$ cat src/rtl/mem_burst_ctrl.sv
`default_nettype none
// ============================================================================
// Module   : mem_burst_ctrl
// Brief    : Cache-line burst engine: 4-word writeback and/or 4-word fill
//            with per-bank busy stalls and a fixed-latency read return path.
// Revision : 1.0 - initial release
// ============================================================================
module mem_burst_ctrl #(
    parameter int RD_LAT = 2,
    parameter int DATA_W = 16
) (
    input  logic              clk,
    input  logic              rst,
    input  logic              start_wr,
    input  logic              start_rd,
    input  logic [12:0]       wb_line,
    input  logic [12:0]       fill_line,
    input  logic [DATA_W-1:0] cache_data,
    output logic [1:0]        cache_offset,
    output logic [15:0]       mem_addr,
    output logic [DATA_W-1:0] mem_data_out,
    output logic              mem_wr,
    output logic              mem_rd,
    input  logic [DATA_W-1:0] mem_data_in,
    input  logic [3:0]        busy,
    input  logic              mem_err,
    output logic              fill_valid,
    output logic [1:0]        fill_offset,
    output logic [DATA_W-1:0] fill_data,
    output logic              stall,
    output logic              done,
    output logic              err
);

    localparam logic [2:0] S_IDLE  = 3'd0;
    localparam logic [2:0] S_WB    = 3'd1;
    localparam logic [2:0] S_RD    = 3'd2;
    localparam logic [2:0] S_DRAIN = 3'd3;
    localparam logic [2:0] S_DONE  = 3'd4;

    logic [2:0]             r_state;
    logic [1:0]             r_offset;
    logic                   r_fill_pend;
    logic                   r_err;
    logic [12:0]            r_wb_line;
    logic [12:0]            r_fill_line;
    logic [RD_LAT-1:0]      r_ret_vld;
    logic [RD_LAT-1:0][1:0] r_ret_off;

    logic                   w_issue;
    logic [1:0]             w_ret_off_in;
    logic                   w_ret_pending;

    always_comb begin
        w_issue      = ((r_state == S_WB) || (r_state == S_RD)) && !busy[r_offset];
        mem_wr       = w_issue && (r_state == S_WB);
        mem_rd       = w_issue && (r_state == S_RD);
        cache_offset = (r_state == S_WB) ? r_offset : 2'd0;
        mem_data_out = (r_state == S_WB) ? cache_data : '0;
        case (r_state)
            S_WB:    mem_addr = {r_wb_line, r_offset, 1'b0};
            S_RD:    mem_addr = {r_fill_line, r_offset, 1'b0};
            default: mem_addr = 16'h0000;
        endcase
        w_ret_off_in = mem_rd ? r_offset : 2'd0;
        fill_valid   = r_ret_vld[RD_LAT-1];
        fill_offset  = r_ret_off[RD_LAT-1];
        fill_data    = fill_valid ? mem_data_in : '0;
        stall        = (r_state != S_IDLE);
        done         = (r_state == S_DONE);
        err          = (r_state == S_DONE) && r_err;
    end

    // Return path: one {valid, offset} slot per cycle, oldest at the top.
    generate
        if (RD_LAT == 1) begin : g_ret_single
            always_ff @(posedge clk) begin
                if (rst) begin
                    r_ret_vld <= '0;
                    r_ret_off <= '0;
                end else begin
                    r_ret_vld    <= mem_rd;
                    r_ret_off[0] <= w_ret_off_in;
                end
            end
            assign w_ret_pending = 1'b0;
        end else begin : g_ret_multi
            always_ff @(posedge clk) begin
                if (rst) begin
                    r_ret_vld <= '0;
                    r_ret_off <= '0;
                end else begin
                    r_ret_vld <= {r_ret_vld[RD_LAT-2:0], mem_rd};
                    r_ret_off <= {r_ret_off[RD_LAT-2:0], w_ret_off_in};
                end
            end
            assign w_ret_pending = |r_ret_vld[RD_LAT-2:0];
        end
    endgenerate

    always_ff @(posedge clk) begin
        if (rst) begin
            r_state     <= S_IDLE;
            r_offset    <= 2'd0;
            r_fill_pend <= 1'b0;
            r_err       <= 1'b0;
            r_wb_line   <= 13'd0;
            r_fill_line <= 13'd0;
        end else begin
            if ((w_issue || fill_valid) && mem_err) begin
                r_err <= 1'b1;
            end
            case (r_state)
                S_IDLE: begin
                    if (start_wr || start_rd) begin
                        r_wb_line   <= wb_line;
                        r_fill_line <= fill_line;
                        r_fill_pend <= start_wr && start_rd;
                        r_offset    <= 2'd0;
                        r_state     <= start_wr ? S_WB : S_RD;
                    end
                end
                S_WB: begin
                    if (w_issue) begin
                        if (r_offset == 2'd3) begin
                            r_offset    <= 2'd0;
                            r_fill_pend <= 1'b0;
                            r_state     <= r_fill_pend ? S_RD : S_DONE;
                        end else begin
                            r_offset <= r_offset + 2'd1;
                        end
                    end
                end
                S_RD: begin
                    if (w_issue) begin
                        if (r_offset == 2'd3) begin
                            r_offset <= 2'd0;
                            r_state  <= S_DRAIN;
                        end else begin
                            r_offset <= r_offset + 2'd1;
                        end
                    end
                end
                // Leave once only the final return is left, i.e. on its fill_valid cycle.
                S_DRAIN: begin
                    if (!w_ret_pending) begin
                        r_state <= S_DONE;
                    end
                end
                S_DONE: begin
                    r_err   <= 1'b0;
                    r_state <= S_IDLE;
                end
                default: r_state <= S_IDLE;
            endcase
        end
    end

endmodule
`default_nettype wire

$ cat config.mk
export PLATFORM = sky130hd
export DESIGN_NAME = mem_burst_ctrl
export DESIGN_NICKNAME = d
export VERILOG_FILES = /design/src/rtl/mem_burst_ctrl.sv
export SDC_FILE = /design/constraint.sdc
export NUM_CORES = 1
export LEC_CHECK = 0
export ABC_AREA = 0
export BUFFER_PORTS_ARGS = -buffer_cell sky130_fd_sc_hd__buf_4
export CORE_MARGIN = 2
export CORE_UTILIZATION = 34
export DETAILED_ROUTE_END_ITERATION = 8
export GPL_TIMING_DRIVEN = 0
export HOLD_SLACK_MARGIN = 0.15
export PLACE_DENSITY = 0.67
export SETUP_SLACK_MARGIN = 0.3
export SLEW_MARGIN = 0
export SYNTH_ARGS = -nofsm -noshare
export SYNTH_HDL_FRONTEND = slang
export SYNTH_SLANG_ARGS = --single-unit
export TNS_END_PERCENT = 50
$ cat constraint.sdc
create_clock -name clk -period 2 [get_ports clk]
set_input_delay 0 -clock clk [delete_from_list [all_inputs] [get_ports clk]]
set_output_delay 0 -clock clk [all_outputs]
set_load 0.1 [all_outputs]
# ---- Word level (Yosys, flattened, before mapping)
# Index checks and enable logic that the tools add are counted.
dict set report totals {
  register_bits 39
  output_inout_bits 58
  elab_cells 68
  in_bits 67
}
dict set report op_classes {
  magnitude_cmp 1
  mux 23
  reduce_logical 21
  eq_ne 12
  n_bitwise 1
  n_addsub 1
}
# cell count
set ops {}
lappend ops {{$mux 16} 2}
lappend ops {{$pmux 16 s2} 1}
lappend ops {{$mux 3} 7}
lappend ops {{$pmux 3 s4} 1}
lappend ops {{$mux 2} 5}
lappend ops {{$ne 2x2->1 const B} 4}
lappend ops {{$eq 3x2->1 const B} 2}
lappend ops {{$logic_and 1x1->1} 6}
lappend ops {{$ne 2x1->1 const B} 3}
lappend ops {{$reduce_and 6->1} 1}
lappend ops {{$reduce_or 2->1} 3}
lappend ops {{$mux 1} 4}
lappend ops {{$pmux 2 s2} 1}
lappend ops {{$reduce_and 4->1} 1}
lappend ops {{$reduce_bool 2->1} 2}
lappend ops {{$eq 3x1->1 const B} 1}
lappend ops {{$eq 3x3->1 const B} 1}
lappend ops {{$logic_not 3->1} 1}
lappend ops {{$logic_or 1x1->1} 3}
lappend ops {{$lt 2x3->1 const B} 1}
lappend ops {{$reduce_and 3->1} 1}
lappend ops {{$reduce_bool 3->1} 1}
lappend ops {{$add 2x1->2 const B} 1}
lappend ops {{$bmux 1 s2} 1}
lappend ops {{other kinds (5)} 5}

# ---- Longest topological paths before layout
dict set report logic_depth {
  word_depth 7
  mapped_depth 7
  ltp_nobuf 5
}

# ---- Worst setup path before layout
# No wires, ideal clock.
dict set report synth_timing {
  path_kind {flip-flop to output port}
  startpoint {register r_state[2]}
  endpoint {output port err}
  t_required_ps 2000
  path_buffers 1
  path_slack_ps -1873
  path_stages_with_launch 4
  arrival_ps 3873
  cell_sequence {dfxtp_1 > clkbuf_1 > nor3b_1 > and2_1}
}
dict set report synth_via {
  elab_chain_len 2
}
# element line
set synth_rtl {}
lappend synth_rtl {{start, declared} 41} ;# logic [2:0] r_state;
lappend synth_rtl {{start signal, assigned} 120} ;# r_state <= start_wr ? S_WB : S_RD;
lappend synth_rtl {{start signal, assigned} 128} ;# r_state <= r_fill_pend ? S_RD : S_DONE;
lappend synth_rtl {{$eq 3x3->1} -}
lappend synth_rtl {{via done} 31} ;# output logic done,
lappend synth_rtl {{$logic_and 1x1->1} 71} ;# err = (r_state == S_DONE) && r_err;
lappend synth_rtl {{end, declared} 32} ;# output logic err
# The timed path passes the listed nets, and every way through them passes these cells.

# ---- Worst setup path after layout
dict set report layout_timing {
  startpoint {register r_offset[0]}
  endpoint {register r_offset[0]}
}
dict set report layout_via {
  elab_chain_len 6
  word_cells_on_any_way 11
  cone_classes {add/sub (1); eq/ne (2); mux (5); reduce/logical (3)}
}
# element line
set layout_rtl {}
lappend layout_rtl {{start, declared} 42} ;# logic [1:0] r_offset;
lappend layout_rtl {{start signal, assigned} 130} ;# r_offset <= r_offset + 2'd1;
lappend layout_rtl {{start signal, assigned} 140} ;# r_offset <= r_offset + 2'd1;
lappend layout_rtl {{$bmux 1 s2} 55} ;# w_issue = ((r_state == S_WB) || (r_state == S_RD)) && !busy[r_offset];
lappend layout_rtl {{$mux 1 (implied by the code)} 55}
lappend layout_rtl {{$logic_not 1->1} 55}
lappend layout_rtl {{$logic_and 1x1->1} 55}
lappend layout_rtl {{$ne 2x1->1 (no line)} -}
lappend layout_rtl {{$reduce_and 3->1 (no line)} -}
# Parallel ways exist; a longest one is shown, timed or not. The select of a mux whose other input is x is not followed.
# A chain may end at the register's enable or synchronous reset.

==> impl_metrics.toml <==
[setup_path]
critPathLaunch = "r_offset[0]$_SDFFE_PP0P_"
cpLargestDelayFamily = "simple AND/OR/NAND/NOR gates"
crit_fanout = 2
crit_required_ns = 2.22
worst_setup_path_start_kind = "flip-flop"
crit_buf_inv = 1
crit_end = "r_offset[0]$_SDFFE_PP0P_"
crit_slowest_cell = "mux4_2"
crit_arrival_ns = 2.05
r2r_slack_ns = 0.17
cp-end-kind = "flip-flop"
r2r_start = "r_offset[0]$_SDFFE_PP0P_"
worst-setup-path-type = "flip-flop to flip-flop"
rr_endpoint = "r_offset[0]$_SDFFE_PP0P_"
path_cells = "buf_6 -> mux4_2 -> or3_4 -> or3_4 -> a21oi_2"
critPathMostFrequentCell = "or3_4"
cpPeakStageDelay_ns = 0.50
cp_num_cells = 5
reg2reg_depth = 5

[global_route]
grt_usage_pct = 21.7
antenna_found_initial = 0
gr-total-overflow = 0
grt_max_degree = 13
grt_pass1_vias = 2283
grt_first_pass_wirelength_um = 10800

[route]
drt_iter0_markers = 80
wirelength_um = 6930
final_antenna_net_count = 0
routed_via_density = 4.69
via_count = 2291
post-route-drc-count = 0
avgRoutedWirePerCell_um = 14.2
drt_first_pass_iters = 4

[sta]
fmax_mhz = 547
slew_viol_final = 0
relSlewSlack_pct = 59.9
fin_skew_ns = 0.00164
hold_violations = 0
min_period_over_period_pct = 91.4
post-route-min-period_ns = 1.83
setup_viol = 0
tightest_slew_ns = 0.602
setup_ws_ns = 0.172
holdWs_ns = 0.180
rsz0062_at_grt = "true"

[finish]
nNetsFinal = 483
drive_above_1_share_pct = 51.4
num-fill-cells = 428
area_growth_pct = 105
stdcell_count = 488
antenna_cells = 0

[yosys]
synthFlopType = "dfxtp_1"
ys_ff_latch = 39
async_flop_share_pct = 0
synth_cell_types = 34
synth_most_common_cell = "nand2_1"
synth_area_um2 = 1930
synthCells = 244
synth_sequential_area_ratio_pct = 40.4
synth_top_area_share_pct = 40.4
synth_area_leaders = "dfxtp_1 40%, and2_1 12%, nand2_1 10%, a21oi_1 7.8%, a22o_1 5.9%"
synth_edf_count = 0
synth_commonest_cells = "54 x nand2_1, 39 x dfxtp_1, 36 x and2_1"
yosysWarnings = 0
syn-mean-instance-area_um2 = 7.93
syn_nets = 312
yosys.area.top_type = "dfxtp_1"

[pwr]
intPower_mw = 2.57
combPwrFrac_pct = 66.1
p_sw_mw = 2.56
p_leak_nw = 1.82
power_mw = 5.13
vdd.ir_drop.worst_mv = 0.764
p_per_area_nw_per_um2 = 1290
p_clk_share_pct = 13.3
switching_share_pct = 49.9
pwr-share-seq_pct = 20.5

[clock_network]
cts.sinks = 39
clk_pin_slew_ns = 0.08
clk_latency_ns = 0.29
numCtsBuffers = 5
cts_max_level = 2
cts_root_buf = "clkbuf_8"
cts_tree = "done"
clock_path_buffers = 2

[outcome]
status = "complete, no violations"

[placement]
dp.cells = 439
place_congestion = 0.752
pre_cts_slack_ns = -0.0237
detailed_place_hpwl_um = 4480
io_buffers = 123

[job]
drv_cap = 0

[floorplanning]
die_w_um = 79.4
initial_core_util_pct = 35.1
rows = 27
ios = 125
dieArea_um2 = 6310
die_h_um = 79.4
core_area_um2 = 5510

[hold_path]
hold_class = "primary input to flip-flop"
per-stage QoR:
step	util [%]	cell area [um2]	setup TNS, ns
after floorplan	-	2030	0
after global placement	55.3	3050	-0.00386
after detailed placement	55.3	3050	-0.127
after CTS	69.4	3820	0
after global routing	72.1	3970	0
final	72.1	3970	0
power groups by stage:
stage | clock network [mW] | logic, mW | registers [mW]
6_report | 0.684 | 3.39 | 1.05
5_1_grt | 0.725 | 3.58 | 1.07
4_1_cts | 0.698 | 3.21 | 1.05
3_5_place_dp | 0 | 2.74 | 1.05
3_3_place_gp | 0 | 2.72 | 1.05
2_1_floorplan | 0 | 2.15 | 1.04
final cells by class:
cell class / instances / area, um2 / area share, %
Timing Repair Buffer: 164 / 1580 / 39.7
Clock inverter: 2 / 35.0 / 0.883
Clock buffer: 6 / 82.6 / 2.08
Sequential cell: 39 / 785 / 19.8
Inverter: 2 / 7.51 / 0.189
Tap cell: 72 / 90.1 / 2.27
Buffer: 21 / 170 / 4.29
Multi-Input combinational cell: 182 / 1220 / 30.8
cell families (layout without fill, tap and decap cells):
logic type / count (synthesis) / after routing / synth area share (%)
other: 1 / 1 / 0.194
buffers and inverters: 23 / 195 / 5.63
DFF: 39 / 39 / 40.4
muxes: 5 / 5 / 3.23
xor gates and xnor gates: 1 / 1 / 0.453
AOI/OAI and AO/OA: 49 / 49 / 16.2
and+or+nand+nor: 125 / 125 / 33.3
adders and majority gates: 1 / 1 / 0.647
how the worst min path moves through the flow:
stage | from | end | slack, ns | cells after the start
after floorplan | fill_line[0] | r_fill_line[0]$_SDFFE_PP0P_ | 0.14 | 2
after global placement | wb_line[7] | r_wb_line[7]$_SDFFE_PP0P_ | 0.25 | 3
after detailed placement | fill_line[12] | r_fill_line[12]$_SDFFE_PP0P_ | 0.26 | 3
after CTS | busy[2] | r_state[2]$_SDFFE_PP0P_ | 0.17 | 5
after global routing | busy[2] | r_state[2]$_SDFFE_PP0P_ | 0.20 | 5
final | busy[2] | r_state[2]$_SDFFE_PP0P_ | 0.18 | 5
state kept, by name, summed over array words and instances (netlist names):
signal	flops
r_wb_line	13
r_err	1
r_ret_off	2
r_fill_line	13
r_ret_vld	2
r_state	3
r_fill_pend	1
fill_offset	2
r_offset	2
metal layers:
metal	track usage [%]	up-vias	wire (um)
met5	0	-	0
met4	4.83	0	37
met3	5.66	4	489
met2	42.2	82	3780
met1	23.1	1055	2630
li1	-	1150	-
worst min-delay path, stage by stage:
cell	delay, ns
buf_4	0.08
mux2i_1	0.05
nand3_1	0.09
and3_1	0.15
a2111oi_0	0.05
layout by cell type (no fill, tap or decap), drive strengths merged:
master / instances
a2111oi: 2
a21oi: 30
a221oi: 1
a22o: 13
a31oi: 1
and2: 39
and2b: 2
and3: 2
buf: 143
bufinv: 1
clkbuf: 18
clkinv: 1
conb: 1
dfxtp: 39
dlygate4sd3: 30
ha: 1
inv: 2
mux2i: 4
mux4: 1
nand2: 54
nand2b: 2
nand3: 5
nand3b: 2
nor2: 7
nor2b: 4
nor3: 1
nor3b: 3
o21ai: 2
or3: 2
or4: 2
xnor2: 1
what timing repair did:
item	CTS	global route
pin swaps	2	4
gates resized for setup	66	36
setup buffers	9	1
hold buffers	30	0
gates cloned	1	0
setup endpoints to repair	46	57
endpoints found under the hold margin	30	0
Power figures use the tool's default switching activity.
